<file path="src/rtl/toll_pkg.sv">
// Shared definitions for the toll-lane output arbiter.
//   state_e                : arbiter FSM states
//   HIPASS_W               : width of one lane's hipass code
//   TIMEOUT_CYCLES_DEFAULT : default BUSY cycle limit when TOLL_ARB_TIMEOUT_EN is defined
package toll_pkg;

  typedef enum logic [1:0] {
    ST_IDLE    = 2'd0,
    ST_GRANT   = 2'd1,
    ST_BUSY    = 2'd2,
    ST_RELEASE = 2'd3
  } state_e;

  localparam int HIPASS_W               = 4;
  localparam int TIMEOUT_CYCLES_DEFAULT = 255;

endpackage

</file>
<file path="src/rtl/toll_rr_pick.sv">
// Combinational round-robin picker.
//   req_i    : eligible request vector (already masked)
//   ptr_i    : last served lane; the search starts at ptr_i+1 and wraps
//   valid_o  : at least one eligible request
//   winner_o : index of the chosen lane (0 when valid_o is low)
module toll_rr_pick #(
  parameter int N = 4,
  parameter int W = 2
) (
  input  logic [N-1:0] req_i,
  input  logic [W-1:0] ptr_i,
  output logic         valid_o,
  output logic [W-1:0] winner_o
);

  logic [W-1:0] idx;

  // Walk the offsets from farthest to nearest so the nearest hit after
  // ptr_i is the last assignment and therefore the one that sticks.
  always_comb begin
    valid_o  = 1'b0;
    winner_o = '0;
    idx      = '0;
    for (int k = N; k >= 1; k--) begin
      idx = W'((int'(ptr_i) + k) % N);
      if (req_i[idx]) begin
        valid_o  = 1'b1;
        winner_o = idx;
      end
    end
  end

endmodule

</file>
<file path="src/rtl/toll_lane_arbiter.sv">
// Round-robin arbiter sharing one output stage among NUM_LANES toll lanes.
// Optional feature macro: TOLL_ARB_TIMEOUT_EN (forced release after
// TIMEOUT_CYCLES BUSY cycles, flagged by timeout_err).
//   clk, rst        : clock, synchronous active-high reset
//   lane_req        : level request per lane
//   lane_hipass     : 4-bit hipass code per lane, lane i at [4i+3:4i]
//   out_done        : completion pulse from the output stage (sampled in BUSY only)
//   out_start       : one-cycle start pulse (GRANT cycle)
//   out_lane        : granted lane, stable GRANT..RELEASE
//   out_code        : latched hipass code of the granted lane
//   lane_end_output : one-hot release strobe (RELEASE cycle)
//   busy            : high in GRANT and BUSY
//   served_count    : completed transactions, saturating
//   timeout_err     : pulse in a RELEASE caused by timeout
// Handshake: a lane holds lane_req until it sees its lane_end_output bit;
// the output stage answers each out_start with exactly one out_done pulse.
module toll_lane_arbiter
  import toll_pkg::*;
#(
  parameter int NUM_LANES = 4,
  parameter int LANE_W    = 2
`ifdef TOLL_ARB_TIMEOUT_EN
  ,
  parameter int TIMEOUT_CYCLES = TIMEOUT_CYCLES_DEFAULT
`endif
) (
  input  logic                          clk,
  input  logic                          rst,
  input  logic [NUM_LANES-1:0]          lane_req,
  input  logic [HIPASS_W*NUM_LANES-1:0] lane_hipass,
  input  logic                          out_done,
  output logic                          out_start,
  output logic [LANE_W-1:0]             out_lane,
  output logic [HIPASS_W-1:0]           out_code,
  output logic [NUM_LANES-1:0]          lane_end_output,
  output logic                          busy,
  output logic [15:0]                   served_count,
  output logic                          timeout_err
);

  state_e                state_q, state_d;
  logic [LANE_W-1:0]     ptr_q, ptr_d;
  logic [NUM_LANES-1:0]  mask_q, mask_d;
  logic [LANE_W-1:0]     out_lane_q, out_lane_d;
  logic [HIPASS_W-1:0]   out_code_q, out_code_d;
  logic                  out_start_q, out_start_d;
  logic [NUM_LANES-1:0]  lane_end_q, lane_end_d;
  logic                  busy_q, busy_d;
  logic [15:0]           served_q, served_d;
  logic                  timeout_q, timeout_d;

  logic                  pick_valid;
  logic [LANE_W-1:0]     pick_winner;
  logic                  to_hit;

  toll_rr_pick #(
    .N (NUM_LANES),
    .W (LANE_W)
  ) u_pick (
    .req_i    (lane_req & ~mask_q),
    .ptr_i    (ptr_q),
    .valid_o  (pick_valid),
    .winner_o (pick_winner)
  );

`ifdef TOLL_ARB_TIMEOUT_EN
  // Counts BUSY cycles; zero on the first BUSY cycle because it is held
  // at zero in every other state.
  logic [7:0] busy_cnt_q, busy_cnt_d;

  always_comb begin
    busy_cnt_d = 8'd0;
    if (state_q == ST_BUSY) busy_cnt_d = busy_cnt_q + 8'd1;
  end

  always_ff @(posedge clk) begin
    if (rst) busy_cnt_q <= 8'd0;
    else     busy_cnt_q <= busy_cnt_d;
  end

  assign to_hit = (state_q == ST_BUSY) && (busy_cnt_q == 8'(TIMEOUT_CYCLES - 1));
`else
  assign to_hit = 1'b0;
`endif

  always_comb begin
    state_d     = state_q;
    ptr_d       = ptr_q;
    mask_d      = '0;
    out_lane_d  = out_lane_q;
    out_code_d  = out_code_q;
    served_d    = served_q;
    timeout_d   = 1'b0;
    case (state_q)
      ST_IDLE: begin
        if (pick_valid) begin
          state_d    = ST_GRANT;
          out_lane_d = pick_winner;
          out_code_d = lane_hipass[int'(pick_winner)*HIPASS_W +: HIPASS_W];
        end
      end
      ST_GRANT: state_d = ST_BUSY;
      ST_BUSY: begin
        // out_done has priority over a timeout landing in the same cycle.
        if (out_done || to_hit) begin
          state_d   = ST_RELEASE;
          timeout_d = !out_done;
          if (served_q != 16'hFFFF) served_d = served_q + 16'd1;
        end
      end
      ST_RELEASE: begin
        state_d = ST_IDLE;
        ptr_d   = out_lane_q;
        // Blocks the released lane for exactly one IDLE cycle so its
        // still-high request cannot win before it drops.
        mask_d  = NUM_LANES'(1) << out_lane_q;
      end
      default: state_d = ST_IDLE;
    endcase

    // Registered outputs are decoded from the next state.
    out_start_d = (state_d == ST_GRANT);
    busy_d      = (state_d == ST_GRANT) || (state_d == ST_BUSY);
    lane_end_d  = '0;
    if (state_d == ST_RELEASE) lane_end_d = NUM_LANES'(1) << out_lane_d;
  end

  always_ff @(posedge clk) begin
    if (rst) begin
      state_q     <= ST_IDLE;
      ptr_q       <= LANE_W'(NUM_LANES - 1);
      mask_q      <= '0;
      out_lane_q  <= '0;
      out_code_q  <= '0;
      out_start_q <= 1'b0;
      lane_end_q  <= '0;
      busy_q      <= 1'b0;
      served_q    <= 16'd0;
      timeout_q   <= 1'b0;
    end else begin
      state_q     <= state_d;
      ptr_q       <= ptr_d;
      mask_q      <= mask_d;
      out_lane_q  <= out_lane_d;
      out_code_q  <= out_code_d;
      out_start_q <= out_start_d;
      lane_end_q  <= lane_end_d;
      busy_q      <= busy_d;
      served_q    <= served_d;
      timeout_q   <= timeout_d;
    end
  end

  assign out_start       = out_start_q;
  assign out_lane        = out_lane_q;
  assign out_code        = out_code_q;
  assign lane_end_output = lane_end_q;
  assign busy            = busy_q;
  assign served_count    = served_q;
  assign timeout_err     = timeout_q;

endmodule

</file>
<file path="config.mk">
export PLATFORM = sky130hd
export DESIGN_NAME = toll_lane_arbiter
export DESIGN_NICKNAME = d
export VERILOG_FILES = /design/src/rtl/toll_pkg.sv /design/src/rtl/toll_rr_pick.sv /design/src/rtl/toll_lane_arbiter.sv
export SDC_FILE = /design/constraint.sdc
export NUM_CORES = 1
export LEC_CHECK = 0
export ABC_AREA = 1
export CAP_MARGIN = 40
export CORE_UTILIZATION = 30
export DETAILED_ROUTE_END_ITERATION = 10
export PLACE_DENSITY = 0.63
export SYNTH_ARGS = -nofsm -noshare
export SYNTH_HDL_FRONTEND = slang
export SYNTH_SLANG_ARGS = --single-unit
</file>
<file path="constraint.sdc">
create_clock -name clk -period 1.7 [get_ports clk]
set_clock_uncertainty 0.1 [all_clocks]
set_input_delay 0.425 -clock clk [delete_from_list [all_inputs] [get_ports clk]]
set_output_delay 0.425 -clock clk [all_outputs]
set_load 0.1 [all_outputs]
</file>
# [Word-level counts from Yosys, hierarchy flattened]
# Index checks and enable logic that the tools add are counted.
[word_totals] ff_bits=37 elab_cells=64 out_inout_bits=29 inputBits=23
[classes] magnitude_cmp=4 mux=21 shifts=3 eq_ne=7 n_bitwise=6 reduce_logical=8 n_addsub=5
[op_table] cell="16-bit by 1-bit adder with 16-bit output (second input constant)" n=1
[op_table] cell="2-bit 2-to-1 mux" n=8
[op_table] cell="16-bit != test (second input constant)" n=1
[op_table] cell="16-bit by 5-bit indexed part select with 4-bit output" n=1
[op_table] cell="2-bit by 3-bit < comparator with 1-bit output (second input constant)" n=4
[op_table] cell="1-bit binary-select mux with 2-bit select" n=4
[op_table] cell="2-bit equality test (second input constant)" n=4
[op_table] cell="1-bit 2-to-1 mux" n=8
[op_table] cell="2-bit case mux with 4 select lines" n=1
[op_table] cell="1-bit by 2-bit << shifter with 4-bit output (first input constant)" n=2
[op_table] cell="2-bit by 1-bit adder with 2-bit output (second input constant)" n=2
[op_table] cell="2-bit adder (second input constant)" n=2
[op_table] cell="4-bit bitwise AND" n=1
[op_table] cell="2-bit by 1-bit equality test with 1-bit output (second input constant)" n=2
[op_table] cell="1-bit inverter" n=4
[op_table] cell="4-bit inverter" n=1
[op_table] cell="2-bit OR reduction" n=2
[op_table] cell="3-bit AND reduction" n=1
[op_table] cell="3-bit OR reduction" n=1
[op_table] cell="2-bit logical NOT" n=1
[op_table] cell="2-bit AND reduction" n=1
[op_table] cell="1-bit logical NOT" n=1
[op_table] cell="1-bit logical OR" n=1

# [Longest topological paths before layout]
# Gate-level depths: netlist (run 1).
[logic_depth] ltp_word=13 depth_mapped=16 ltp_nobuf=15

# [By module]
# Synthesis (run 1) repeated with hierarchy kept, for this count alone.
[hier_totals] cells_unflattened=328 area_unflattened_um2=2184.6
[modules_own_cells] module="toll_lane_arbiter" seq_area_each_um2=740.7 n_inst=1 area_per_inst_um2=1938.1 cells_each=277
[modules_own_cells] module="toll_rr_pick" seq_area_each_um2=0.0 n_inst=1 area_per_inst_um2=246.5 cells_each=51

# [Least setup slack after synthesis (run 1)]
# Ideal clock, no wire load.
[synth_timing] path_kind="register to register" startpoint="register served_q[0], in the netlist served_count[0]" endpoint="register served_q[14], in the netlist served_count[14]" setup_time_ps=114 path_buffers=0 t_arrival_ps=2278 required_ps=1486 path_slack_ps=-792 period_less_slack_ps=2492 stages_incl_launch_ff=13 cell_sequence="dfxtp_1 > ha_1 > nand4_1 > nor2_1 > nand3_1 > nand2_1 > nand2_2 > nand2_2 > nor2_1 > nand3_1 > nand2_1 > nand2_1 > nor2_1"
[synth_via] elab_chain_cells=2 elab_cells_between_ends=3 classes_between="add/sub (1); eq/ne (1); reduce/logical (1)"
[synth_rtl] element="start, declared" line="toll_lane_arbiter.sv:49" text="logic [15:0] served_q, served_d;"
[synth_rtl] element="start signal, assigned" line="toll_lane_arbiter.sv:149" text="served_q <= served_d;"
[synth_rtl] element="branches (longest 2 deep; another with 16-bit by 1-bit adder with 16-bit output)"
# Several ways; the timed one is not identified.
# A chain may end at the register's enable or synchronous reset.

# [Worst setup path in the final report (run 1)]
[layout_timing] startpoint="register ptr_q[0]" endpoint="register out_code_q[2], in the netlist out_code[2]"
[layout_via] elab_chain_cells=8 elab_cells_between_ends=22 classes_between="add/sub (4); shift (1); mux (16); reduce/logical (1)"
[layout_rtl] element="start, declared" line="toll_lane_arbiter.sv:42" text="logic [LANE_W-1:0] ptr_q, ptr_d;"
[layout_rtl] element="start signal, assigned" line="toll_lane_arbiter.sv:131" text="ptr_q <= LANE_W'(NUM_LANES - 1);"
[layout_rtl] element="start signal, assigned" line="toll_lane_arbiter.sv:142" text="ptr_q <= ptr_d;"
[layout_rtl] element="2-bit by 1-bit adder with 2-bit output" line="toll_rr_pick.sv:25" text="idx = W'((int'(ptr_i) + k) % N);"
[layout_rtl] element="1-bit binary-select mux with 2-bit select" line="toll_rr_pick.sv:26" text="if (req_i[idx]) begin"
[layout_rtl] element="1-bit 2-to-1 mux (implied by the code)" line="toll_rr_pick.sv:26"
[layout_rtl] element="2-bit 2-to-1 mux or 1-bit 2-to-1 mux (tied branches) (4 in series)" line="toll_rr_pick.sv:26"
[layout_rtl] element="16-bit by 5-bit indexed part select with 4-bit output or 2-bit AND reduction (tied branches)"
[layout_rtl] element="end signal, assigned" line="toll_lane_arbiter.sv:145" text="out_code_q <= out_code_d;"
[layout_rtl] element="end, declared" line="toll_lane_arbiter.sv:45" text="logic [HIPASS_W-1:0] out_code_q, out_code_d;"
# Parallel ways exist; a longest one is shown, timed or not. The select of a mux whose other input is x is not followed.

==> impl_metrics.json, run 1 <==
{
  "cts_tree": "built",
  "synth_edf_count": 0,
  "dieArea_um2": 7222,
  "grt_use_met1": 0.1927,
  "max_freq_mhz": 541.7,
  "min_period_over_period": 1.086,
  "synthesis.area_um2": 2066,
  "ir_worst_vdd_mv": 0.9270,
  "timing.hold.ws_ns": 0.4156,
  "worst-setup-path-type": "reg2reg",
  "ys_seq_elements": 37,
  "synth_cell_types": 30,
  "ios": 52,
  "drtIter0Drc": 82,
  "worstPathArrival_ns": 1.99,
  "num_vias": 2124,
  "rows": 29,
  "nNetsFinal": 417,
  "critical_path_peak_fanout": 6,
  "avgRoutedWirePerCell_um": 12.63,
  "p_leak_nw": 1.647,
  "die_x_um": 84.98,
  "cp-start-kind": "flip-flop",
  "ys.flop_type": "dfxtp_1",
  "yosysWarningCount": 0,
  "drc_errors": 6,
  "clk_pin_slew_ns": 0.08,
  "grt_util_met3": 0.03405,
  "grt.overflow.total": 0,
  "setup_viol": 8,
  "grt_pass1_vias": 2146,
  "synth_nets": 327,
  "ys_seq_area_frac": 0.3586,
  "endpoint_kind": "flip-flop",
  "async_flop_share": 0,
  "min_period_ns": 1.846,
  "core-area_um2": 6495,
  "grt_max_degree": 14,
  "syn_inst": 297,
  "fin_tns_setup_ns": -0.5551,
  "powerDensity_nw_per_um2": 1500,
  "cts_hold_buf": 0,
  "drt_wl_total_um": 5874,
  "crit_required_ns": 1.84,
  "cts_sinks": 37,
  "cap_violations": 0,
  "die_h_um": 84.98,
  "cts-root-buf": "clkbuf_8",
  "maxSlewViolCount": 0,
  "rsz0062_at_grt": "yes",
  "finalPower_mw": 5.588,
  "busiest_layer": "met2",
  "fillers": 563,
  "antennaDiodeCount": 0,
  "hold_viol_final": 0,
  "grt_pass1_wl_um": 9432,
  "first_pass_iters": 8,
  "violations": "design-rule violations, negative setup slack",
  "dp_hpwl_um": 4060,
  "start_util": 0.3181,
  "area_growth_pct": 80.38,
  "antenna_found_initial": 0,
  "gp_congestion": 0.8390,
  "worst_slack_ns": -0.1460,
  "drive_gt1_frac": 0.4124,
  "htreeDepth": 2,
  "hold_path_class": "reg2reg",
  "avgSynthCellArea_um2": 6.955,
  "viasPerCell": 4.568,
  "run_status": "complete, but fails checks",
  "ant_nets": 0,
  "grtUsageTotal": 0.1660,
  "numCtsBuffers": 5,
  "clk_latency_ns": 0.30,
  "cts_buffer_depth": 2,
  "met2_usage": 0.3006,
  "portBuffers": 51
}
[stage by stage]
stage / instances / instance area, um2 / utilization / worst slack (ns)
floorplan: 297 / 2143 / - / -0.1198
global placement: 449 / 3264 / 0.5026 / -0.5038
detailed placement: 449 / 3264 / 0.5026 / -0.5517
CTS: 462 / 3568 / 0.5494 / -0.05467
global route: 465 / 3726 / 0.5737 / -0.2444
finish: 465 / 3726 / 0.5737 / -0.1460
[cell families after synthesis]
family | after synthesis | share of synthesized area
other cells | 1 | 0.001815
compound gates | 28 | 0.07996
flops | 37 | 0.3586
xor+xnor | 6 | 0.02544
buf+inv | 63 | 0.1199
simple gates | 155 | 0.3719
fa+ha+maj | 7 | 0.04240
[Yosys cell counts, drive strengths merged (3+ instances only)]
master	instances	share of area
o21ai	8	0.023
dfxtp	37	0.36
ha	7	0.042
nand3	37	0.11
nand2	65	0.14
xor2	4	0.017
nor3	3	0.0073
o21a	4	0.015
nand4	8	0.030
nor2	41	0.078
a21oi	12	0.029
inv	59	0.11
[repair_timing]
action	CTS	global route
endpoints found under the setup margin	14	27
gates cloned	0	1
gates resized for setup	40	31
pin swaps	14	13
setup buffers	5	2
[layer usage]
layer / vias up / wire length (um) / part of all wire
met2: 53 / 3095 / 0.53
met4: 0 / 38 / 0.0065
met5: - / 0 / 0
met3: 4 / 237 / 0.040
met1: 959 / 2503 / 0.43
li1: 1108 / - / -
[area by class of cell]
cell class / instances / area [um2] / area share
Clock buffer: 6 / 93.84 / 0.02518
Clock inverter: 2 / 15.01 / 0.004030
Inverter: 59 / 230.2 / 0.06179
Multi-Input combinational cell: 198 / 1364 / 0.3660
Sequential cell: 37 / 800.8 / 0.2149
Tap cell: 77 / 96.34 / 0.02586
Timing Repair Buffer: 86 / 1126 / 0.3022
[where the power goes]
part	switching, mW	leakage (nW)	total [mW]	internal (mW)
clock	0.337	0.0569	0.718	0.381
sequential	0.200	0.313	1.23	1.03
combinational	2.21	1.28	3.64	1.43
total	2.75	1.65	5.59	2.84
[cell usage in the layout (no fill, tap or decap), types with 2 or more instances in the layout]
cell / n
inv_1: 51
nand2_1: 38
nor2_1: 36
buf_12: 32
buf_4: 26
nand3_1: 22
nand2_2: 19
dfxtp_1: 19
clkdlybuf4s50_1: 18
dfxtp_4: 15
nand3_2: 10
a21oi_1: 9
nand2_4: 7
nand4_1: 6
nand3_4: 5
inv_2: 5
o21ai_0: 5
ha_1: 5
clkbuf_8: 5
o21a_1: 4
dlygate4sd2_1: 4
buf_6: 4
inv_4: 3
xor2_1: 3
nor2_4: 3
nor3_1: 3
a21oi_2: 3
dfxtp_2: 3
nor2_2: 2
nand2_8: 2
o21ai_4: 2
a31oi_1: 2
buf_8: 2
[worst max-delay path, cell delays in order, from the launching register on]
cell and delay, ns:
dfxtp_4 0.38, buf_8 0.14, nand3_4 0.10, nand4_4 0.13
buf_4 0.17, nand2_2 0.07, nand3_4 0.16, buf_12 0.18
nand3_1 0.07, nand3_1 0.08, nand3_1 0.11, nand2_1 0.06
inv_1 0.05
[flip-flops by register name, summed over array words and instances, names as in the netlist]
signal           count
busy                 1
lane_end_output      4
mask_q               4
out_code             4
out_lane             2
out_start            1
ptr_q                2
served_count        16
state_q              2
timeout_err          1
[worst paths after layout]
path / startpoint / end / slack (ns) / depth (start not counted)
setup / recovery: ptr_q[0] / out_code[2] / -0.15 / 12
hold reg to reg: served_count[15] / served_count[15] / 0.42 / 2
hold / removal: served_count[15] / served_count[15] / 0.42 / 2
setup reg to reg: ptr_q[0] / out_code[2] / -0.15 / 12
No activity file was read; power rests on OpenSTA's default activity.
==> run 2, diff against run 1 <==
--- a/config.mk
+++ b/config.mk
@@ -7,6 +7,7 @@
 export LEC_CHECK = 0
 export ABC_AREA = 1
 export CAP_MARGIN = 40
+export CORE_ASPECT_RATIO = 0.9
 export CORE_UTILIZATION = 30
 export DETAILED_ROUTE_END_ITERATION = 10
 export PLACE_DENSITY = 0.63
==> run 2 against run 1 <==
- the flow finishes with violations (negative setup slack)
- register-to-register slack improved by 0.08 ns
- combinational power up 2%
- total power shrank 1.4%
- die area hardly changed
- final area grew 1.1%
- non-clock buffer count fell by 5
- wire length fell by 2.5%
==> impl_metrics.json, run 2 (synthesis results as in run 1) <==
{
  "run_status": "complete, but fails checks",
  "violations": "negative setup slack",
  "ir_worst_vdd_mv": 1.139,
  "drive_gt1_frac": 0.4531,
  "num_vias": 2111,
  "cts-root-buf": "clkbuf_8",
  "layout_common_cells": "inv_1, nor2_1, buf_12",
  "die_x_um": 89.47,
  "place_ws_ns": -0.5233,
  "die_h_um": 80.72,
  "worstPathArrival_ns": 1.85,
  "cts_sinks": 37,
  "worst_slack_ns": -0.06211,
  "crit_path_frequent_cell": "nand2_4",
  "cap_violations": 0,
  "layout_commonest_cell": "inv_1",
  "area_growth_pct": 82.31,
  "nNetsFinal": 413,
  "rsz0062_at_grt": "yes",
  "hold_viol_final": 0,
  "p_leak_nw": 1.646,
  "crit_family": "simple AND/OR/NAND/NOR gates",
  "endpoint_kind": "flip-flop",
  "grtUsageTotal": 0.1609,
  "dp.cells": 454,
  "internal-power_mw": 2.716,
  "cp.buffers_inverters": 4,
  "critical_path_peak_fanout": 8,
  "grt.overflow.total": 0,
  "dp_hpwl_um": 3955,
  "max_stage_delay_ns": 0.33,
  "rows": 28,
  "antennaDiodeCount": 0,
  "max_freq_mhz": 567.5,
  "fin_tns_setup_ns": -0.3384,
  "r2r-start": "ptr_q[0]",
  "p_sw_frac": 0.5070,
  "crit_slowest_cell": "dfxtp_2",
  "grt_util_met3": 0.03083,
  "final_util": 0.5688,
  "crit_required_ns": 1.79,
  "clk_latency_ns": 0.29,
  "ff2ff_path_depth": 15,
  "critPathLaunch": "ptr_q[0]",
  "grt_pass1_vias": 1907,
  "first_pass_iters": 4,
  "drtIter0Drc": 85,
  "portBuffers": 51,
  "ant_nets": 0,
  "grt_pass1_wl_um": 8887,
  "maxSlewViolCount": 0,
  "grt_use_met1": 0.2067,
  "cts_tree": "built",
  "largest_register_ffs": 16,
  "cp_num_cells": 15,
  "met2_usage": 0.2695,
  "worstPathCellList": "buf_12 -> inv_12 -> nand3_4 -> nand2_4 -> nand2_4 -> nand2_2 -> inv_2 -> nand2_4 -> nand3_4 -> nand2_4 -> nand2_1 -> nand3_1 -> nand3_1 -> nand2_1 -> inv_1",
  "r2r_slack_ns": -0.06,
  "power_frac_clock": 0.107,
  "dieArea_um2": 7222,
  "clk_pin_slew_ns": 0.07,
  "endpoint": "out_code[3]",
  "worst-setup-path-type": "reg2reg",
  "grt_max_degree": 13,
  "drt_wl_total_um": 5730,
  "cp-start-kind": "flip-flop",
  "viasPerCell": 4.454,
  "pwr-share-seq": 0.221,
  "busiest_layer": "met2",
  "antenna_found_initial": 0,
  "htreeDepth": 2,
  "powerDensity_nw_per_um2": 1463,
  "start_util": 0.3120,
  "drc_errors": 0,
  "cts_buffer_depth": 2,
  "hold_path_class": "reg2reg",
  "gp_congestion": 0.7986,
  "power_switching_mw": 2.793,
  "reg2reg_to": "out_code[3]",
  "core-area_um2": 6621,
  "min_period_ns": 1.762,
  "avgRoutedWirePerCell_um": 12.09,
  "fillers": 568,
  "finalPower_mw": 5.509,
  "combinationalPowerShare": 0.672,
  "numCtsBuffers": 5,
  "fin_cells": 474,
  "min_period_over_period": 1.037,
  "setup_viol": 8,
  "ios": 52
}
run 2: timing repair:
item | 4_1_cts | 5_1_grt
setup buffers | 4 | 6
hold buffers | 0 | 0
endpoints found under the hold margin | 0 | 0
gates cloned | 2 | 0
resized for setup | 29 | 74
pin swaps | 20 | 30
endpoints found under the setup margin | 14 | 26
run 2: worst reg2reg max path: cells and delay by family (launching register included):
family,cells,cell delay [ns]
AND/OR/NAND/NOR,11,0.94
flip-flops,1,0.33
buffers and inverters,4,0.30
run 2: cell type report:
class	instances	area [um2]	area share
clock buffers	8	80.08	0.02126
inverters	59	239.0	0.06346
multi-input cells	199	1476	0.3920
flip-flops and latches	37	798.3	0.2120
well taps	90	112.6	0.02990
repair buffers	81	1060	0.2814
run 2: worst min path at each step:
stage,slack (ns),end,cells after the start,from
detailed placement,0.38,served_count[4],2,served_count[4]
finish,0.39,served_count[4],2,served_count[4]
global placement,0.39,served_count[4],2,served_count[4]
global route,0.43,served_count[4],2,served_count[4]
CTS,0.40,served_count[4],2,served_count[4]
floorplan,0.42,ptr_q[1],2,ptr_q[1]
run 2: through the flow:
step | area, um2 | hold WS [ns]
6_report | 3766 | 0.3946
2_1_floorplan | 2143 | 0.4202
3_3_place_gp | 3208 | 0.3853
3_5_place_dp | 3208 | 0.3848
4_1_cts | 3440 | 0.3978
5_1_grt | 3766 | 0.4288
run 2: metal layers:
layer  vias to the layer above  routed length [um]
met3                        10                 324
met2                        56                2800
met4                         0                  82
li1                       1104                   -
met1                       941                2522
met5                         -                   0
run 2: power groups by stage:
stage / Sequential, mW / Combinational [mW] / Clock, mW
2_1_floorplan: 2.09 / 1.10 / 0
3_3_place_gp: 1.22 / 3.06 / 0
3_5_place_dp: 1.22 / 3.09 / 0
4_1_cts: 1.21 / 3.30 / 0.619
5_1_grt: 1.24 / 3.93 / 0.658
6_report: 1.22 / 3.70 / 0.589
